`src/rtl/mod8_down_counter_ego1_pkg.sv`:
```
// Shared definitions for the EGO1 mod-8 counter board tops (up and down).
// Contents:
//   db_state_e  - debouncer FSM states
//   LED_*       - LED bit positions for the counter state and the borrow/carry flag
//   led_map()   - packs a 3-bit state {y3,y2,y1} and a flag bit onto the 16 LEDs
package mod8_down_counter_ego1_pkg;

  typedef enum logic [1:0] {
    DB_IDLE         = 2'd0,
    DB_WAIT_PRESS   = 2'd1,
    DB_PRESSED      = 2'd2,
    DB_WAIT_RELEASE = 2'd3
  } db_state_e;

  localparam int unsigned LED_Y3     = 0;
  localparam int unsigned LED_Y2     = 1;
  localparam int unsigned LED_Y1     = 2;
  localparam int unsigned LED_BORROW = 3;

  // State MSB (y3) lands on LED 0, so the state appears bit-reversed on led[2:0].
  function automatic logic [15:0] led_map(input logic [2:0] state, input logic flag);
    logic [15:0] led;
    led             = '0;
    led[LED_Y3]     = state[2];
    led[LED_Y2]     = state[1];
    led[LED_Y1]     = state[0];
    led[LED_BORROW] = flag;
    return led;
  endfunction

endpackage

```
`src/rtl/mod8_down_counter_ego1_btn_debounce.sv`:
```
// Push-button conditioner: 2-flop synchroniser followed by a press/release
// debounce FSM. A level must be stable for DEBOUNCE_CYCLES samples before it is
// accepted; each accepted edge produces a single-cycle registered pulse.
// Ports:
//   clk        in   board clock
//   rst        in   synchronous, active-high reset
//   btn        in   raw asynchronous, bouncy button level (released = 0)
//   press_p    out  one-cycle pulse on a debounced press
//   release_p  out  one-cycle pulse on a debounced release
module btn_debounce
  import mod8_down_counter_ego1_pkg::*;
#(
  parameter int unsigned DEBOUNCE_CYCLES = 1_000_000,
  parameter int unsigned CNT_W           = 20
) (
  input  logic clk,
  input  logic rst,
  input  logic btn,
  output logic press_p,
  output logic release_p
);

  localparam logic [CNT_W-1:0] CNT_LAST = CNT_W'(DEBOUNCE_CYCLES - 1);

  logic             sync1_q;
  logic             sync2_q;
  db_state_e        state_q;
  logic [CNT_W-1:0] cnt_q;
  logic             press_q;
  logic             release_q;

  always_ff @(posedge clk) begin
    if (rst) begin
      sync1_q <= 1'b0;
      sync2_q <= 1'b0;
    end else begin
      sync1_q <= btn;
      sync2_q <= sync1_q;
    end
  end

  always_ff @(posedge clk) begin
    if (rst) begin
      state_q   <= DB_IDLE;
      cnt_q     <= '0;
      press_q   <= 1'b0;
      release_q <= 1'b0;
    end else begin
      press_q   <= 1'b0;
      release_q <= 1'b0;
      case (state_q)
        DB_IDLE: begin
          if (sync2_q) begin
            state_q <= DB_WAIT_PRESS;
            cnt_q   <= '0;
          end
        end
        DB_WAIT_PRESS: begin
          if (!sync2_q) begin
            state_q <= DB_IDLE;
          end else if (cnt_q == CNT_LAST) begin
            state_q <= DB_PRESSED;
            press_q <= 1'b1;
          end else begin
            cnt_q <= cnt_q + CNT_W'(1);
          end
        end
        DB_PRESSED: begin
          if (!sync2_q) begin
            state_q <= DB_WAIT_RELEASE;
            cnt_q   <= '0;
          end
        end
        DB_WAIT_RELEASE: begin
          if (sync2_q) begin
            state_q <= DB_PRESSED;
          end else if (cnt_q == CNT_LAST) begin
            state_q   <= DB_IDLE;
            release_q <= 1'b1;
          end else begin
            cnt_q <= cnt_q + CNT_W'(1);
          end
        end
        default: state_q <= DB_IDLE;
      endcase
    end
  end

  assign press_p   = press_q;
  assign release_p = release_q;

endmodule

```
`src/rtl/mod8_down_counter_ego1.sv`:
```
// EGO1 board top: 3-bit mod-8 down-counter.
// A debounced release of S1 decrements the state (wrapping 0 -> 7 and setting
// borrow); a debounced press of S2 loads the DIP-switch preset and clears
// borrow. Load wins when both pulses coincide.
// Ports:
//   clk        in   100 MHz board clock
//   rst        in   synchronous, active-high reset
//   btn_step   in   S1 button (step on release)
//   btn_load   in   S2 button (load on press)
//   sw_preset  in   load value {y3,y2,y1}
//   led_pin    out  [0]=y3 [1]=y2 [2]=y1 [3]=borrow, [15:4]=0; register-driven
module mod8_down_counter_ego1
  import mod8_down_counter_ego1_pkg::*;
#(
  parameter int unsigned DEBOUNCE_CYCLES = 1_000_000,
  parameter int unsigned CNT_W           = 20
) (
  input  logic        clk,
  input  logic        rst,
  input  logic        btn_step,
  input  logic        btn_load,
  input  logic [2:0]  sw_preset,
  output logic [15:0] led_pin
);

  logic       step_release;
  logic       load_press;
  logic       step_press_unused;
  logic       load_release_unused;

  logic [2:0] state_q, state_d;
  logic       borrow_q, borrow_d;

  btn_debounce #(
    .DEBOUNCE_CYCLES (DEBOUNCE_CYCLES),
    .CNT_W           (CNT_W)
  ) u_db_step (
    .clk       (clk),
    .rst       (rst),
    .btn       (btn_step),
    .press_p   (step_press_unused),
    .release_p (step_release)
  );

  btn_debounce #(
    .DEBOUNCE_CYCLES (DEBOUNCE_CYCLES),
    .CNT_W           (CNT_W)
  ) u_db_load (
    .clk       (clk),
    .rst       (rst),
    .btn       (btn_load),
    .press_p   (load_press),
    .release_p (load_release_unused)
  );

  always_comb begin
    state_d  = state_q;
    borrow_d = borrow_q;
    if (load_press) begin
      state_d  = sw_preset;
      borrow_d = 1'b0;
    end else if (step_release) begin
      state_d  = state_q - 3'd1;
      borrow_d = (state_q == 3'b000);
    end
  end

  always_ff @(posedge clk) begin
    if (rst) begin
      state_q  <= '0;
      borrow_q <= 1'b0;
    end else begin
      state_q  <= state_d;
      borrow_q <= borrow_d;
    end
  end

  assign led_pin = led_map(state_q, borrow_q);

endmodule
```
`config.mk`:
```
export PLATFORM = sky130hd
export DESIGN_NAME = mod8_down_counter_ego1
export DESIGN_NICKNAME = d
export VERILOG_FILES = /design/src/rtl/mod8_down_counter_ego1_pkg.sv /design/src/rtl/mod8_down_counter_ego1_btn_debounce.sv /design/src/rtl/mod8_down_counter_ego1.sv
export SDC_FILE = /design/constraint.sdc
export NUM_CORES = 1
export LEC_CHECK = 0
export BUFFER_PORTS_ARGS = -buffer_cell sky130_fd_sc_hd__buf_4
export CORE_MARGIN = 4
export CORE_UTILIZATION = 30
export DETAILED_ROUTE_END_ITERATION = 8
export GPL_ROUTABILITY_DRIVEN = 0
export PLACE_DENSITY = 0.52
export SLEW_MARGIN = 25
export SYNTH_ARGS = -nofsm -noshare
export SYNTH_HDL_FRONTEND = slang
export SYNTH_SLANG_ARGS = --single-unit
```
`constraint.sdc`:
```
create_clock -name clk -period 2.6 [get_ports clk]
set_clock_uncertainty 0.2 [all_clocks]
set_input_delay 0.52 -clock clk [delete_from_list [all_inputs] [get_ports clk]]
set_output_delay 0.52 -clock clk [all_outputs]
set_load 0.03 [all_outputs]
```
==> run summary <==
## Run status
* run status: finished clean

## Routing
* routed via count: 2154
* post-detailed-routing wire length: 5430 microns
* post-detailed-route DRC marker count: 0
* first drt pass iteration count: 4
* violation count after the first detailed-routing iteration: 48
* antenna-violating nets left: 0
* post-DR wirelength/cell: 12.5 microns
* average vias per placed instance: 4.96

## CTS
* number of buffers inserted for hold repair after clock tree synthesis: 0
* clock latency on the worst-skew pair: 0.31 ns
* clock-pin slew on the worst setup and hold paths: 0.09 ns
* clock net sink count: 54
* post-CTS setup buffers: 0
* clock tree from TritonCTS: done
* PostCTS Resize Cnt: 0
* clock tree root buffer cell: sky130_fd_sc_hd__clkbuf_8
* Clock H-tree levels: 2
* clock tree buffer depth: 2
* TritonCTS buffer count: 5

## Floorplanning
* die outline height: 103 microns
* Top-Level Pins: 23
* placeable core region: 8760 sq um
* die outline width: 103 microns
* FP Rows: 34
* initial core utilization: 0.309
* area of the die: 10600 sq um

## Pwr
* Leakage Power: 1.01 nW
* Max IR drop VDD: 193 uV
* power density over cell area: 469 nW/um^2

## Critical path
* peak per-stage delay on the critical path: 0.57 ns
* Reg-to-Reg End: u_db_load.cnt_q[10]
* master of the slowest instance on the critical path: sky130_fd_sc_hd__or4b_4
* Critical Path AT: 2.40 ns
* Worst Setup EP: u_db_load.cnt_q[10]
* CP Capture Type: flip-flop
* Setup CP Type: flip-flop to flip-flop
* R2R Path Start: u_db_load.cnt_q[6]
* CP startpoint kind: flip-flop
* crit path launch: u_db_load.cnt_q[6]
* Reg2Reg Setup Slack: 0.20 ns
* ordered list of cells on the worst path: or4b_4 -> nor4_4 -> a21oi_2 -> and3_1 -> a221o_1
* reg2reg path depth: 5
* Critical Path Fanout Max: 22
* Critical Path RT: 2.60 ns

## Placement
* DP Cell Count: 426
* Detail Placement HPWL: 3970 microns
* PortBufs: 10

## Global routing
* number of antenna violations at the first check in global routing: 0
* global-route wire length before repair: 9160 microns
* largest net degree at the start of global routing: 23
* number of global-route vias before repair: 2021
* global-route total usage across every layer: 0.107
* overflow left after global routing: 0

## Job
* max-cap violations: 0

## Timing
* setup repair after global routing missed its margin: no
* tightest slew margin relative to the limit: 0.415
* final critical path time including I/O delays and setup: 2.40 ns
* Final Hold Vio Count: 0
* Fmax achieved: 0.417 GHz
* endpoints failing setup: 0
* count of pins over their slew limit: 0
* actual slew at the worst max-slew pin: 0.878 ns
* Total Neg Setup Slack: 0 ns
* post-route clock period utilization: 0.922

## Synthesis
* leading area contributor after synthesis: sky130_fd_sc_hd__dfxtp_1
* share of flip-flops with an asynchronous set or reset: 0
* EDFF count, synth: 0
* area fraction of the dominant cell type after synthesis: 0.399
* area of the mapped netlist: 2710 sq um
* synth unique cells: 56
* most instantiated library cell after synthesis: sky130_fd_sc_hd__dfxtp_1
* register bit total from synthesis: 54
* Top FF cell, synth: sky130_fd_sc_hd__dfxtp_1
* top cell types by occurrence after synthesis: sky130_fd_sc_hd__dfxtp_1 (54), sky130_fd_sc_hd__nor2_1 (39), sky130_fd_sc_hd__nand2_1 (23)
* synth top area cells: sky130_fd_sc_hd__dfxtp_1 (40%), sky130_fd_sc_hd__nor2_1 (5.4%), sky130_fd_sc_hd__a21oi_1 (3.9%)
* synth warn: 0
* average cell area after synthesis: 8.65 sq um
* post-synthesis cell count: 313
* Seq/Total Area, Yosys: 0.399

## Final layout
* Antenna Diode Count: 0
* area of combinational cells with multiple inputs: 1500 sq um
* area growth from synthesis to layout: 8.92%
* ratio of cells with drive above 1 in the final layout: 0.101
* area used by sequential logic in the layout: 1080 sq um
* post-route insts no fill: 434
* number of filler instances in the final layout: 917
* total number of nets in the final design: 336

## Min path
* classification of the worst-slack hold path: input pin to flip-flop

-- registers in the layout, summed over array words and instances (netlist names), named ones only --
register and cells:
borrow_q 1, state_q 3, u_db_load.cnt_q 20, u_db_load.press_p 1, u_db_load.state_q 1, u_db_load.sync1_q 1
u_db_load.sync2_q 1, u_db_step.cnt_q 20, u_db_step.release_p 1, u_db_step.state_q 1, u_db_step.sync1_q 1, u_db_step.sync2_q 1
-- cell families (layout without fill, tap and decap cells) --
kind of cell	after synthesis	in the layout	share of synthesized area
flip-flops	54	54	0.399
XOR/XNOR	21	21	0.0679
AO/OA/AOI/OAI	59	59	0.142
adder cells (fa/ha/maj)	4	4	0.0185
other	1	12	0.00138
multiplexers	6	6	0.0231
buffers and inverters	28	30	0.0638
AND/OR/NAND/NOR	140	140	0.284
-- area by class of cell --
class,count,area share
clock inverters,1,0.00170
well taps,108,0.0458
flip-flops and latches,54,0.367
inverters,5,0.00636
clock buffers,7,0.0293
repair buffers,17,0.0433
multi-input cells,242,0.507
-- worst max-delay path: cells and delay by family (launching register included) --
| kind | cells | cell delay, ns |
|---|---|---|
| AND/OR/NAND/NOR | 3 | 1.19 |
| AO/OA/AOI/OAI | 2 | 0.54 |
| flip-flops | 1 | 0.36 |
-- per-layer routing --
| metal | GRT usage | vias to the layer above | routed length [microns] |
|---|---|---|---|
| met1 | 0.135 | 990 | 2690 |
| met4 | 0.0299 | 0 | 55 |
| li1 | - | 1135 | - |
| met3 | 0.0257 | 6 | 167 |
| met5 | 0 | - | 0 |
| met2 | 0.180 | 23 | 2510 |
-- layout by cell type (no fill, tap or decap), drive strengths merged, types with 12 or more instances in the layout --
cell type / Yosys / routed
nand4: 12 / 12
xnor2: 12 / 12
nand2: 23 / 23
conb: 1 / 12
nand3: 13 / 13
buf: 19 / 17
dfxtp: 54 / 54
a21oi: 22 / 22
nor2: 39 / 39
-- metrics by stage --
stage | total power (W) | hold slack [ns] | worst slack (ns) | cell area [sq um] | util
6_report | 0.00138 | 0.224 | 0.203 | 2950 | 0.337
5_1_grt | 0.00145 | 0.209 | 0.0721 | 2950 | 0.337
4_1_cts | 0.00141 | 0.218 | 0.203 | 2950 | 0.337
3_5_place_dp | 0.000920 | 0.223 | 0.211 | 2860 | 0.326
3_3_place_gp | 0.000920 | 0.219 | 0.257 | 2860 | 0.326
2_1_floorplan | 0.000915 | 0.214 | 0.453 | 2750 | -
-- worst min path at each step --
stage	from	to	slack, ns	cells past startpoint
finish	btn_load	u_db_load.sync1_q	0.22	2
global placement	u_db_load.sync1_q	u_db_load.sync2_q	0.22	1
floorplan	u_db_load.sync1_q	u_db_load.sync2_q	0.21	1
detailed placement	u_db_load.sync1_q	u_db_load.sync2_q	0.22	1
global route	btn_load	u_db_load.sync1_q	0.21	2
CTS	btn_load	u_db_load.sync1_q	0.22	2
-- where the power goes --
group,internal [W],switching [W]
Clock,0.000216,0.000269
Sequential,0.000830,0.00000314
Combinational,0.0000173,0.0000490
Power figures use the tool's default switching activity.
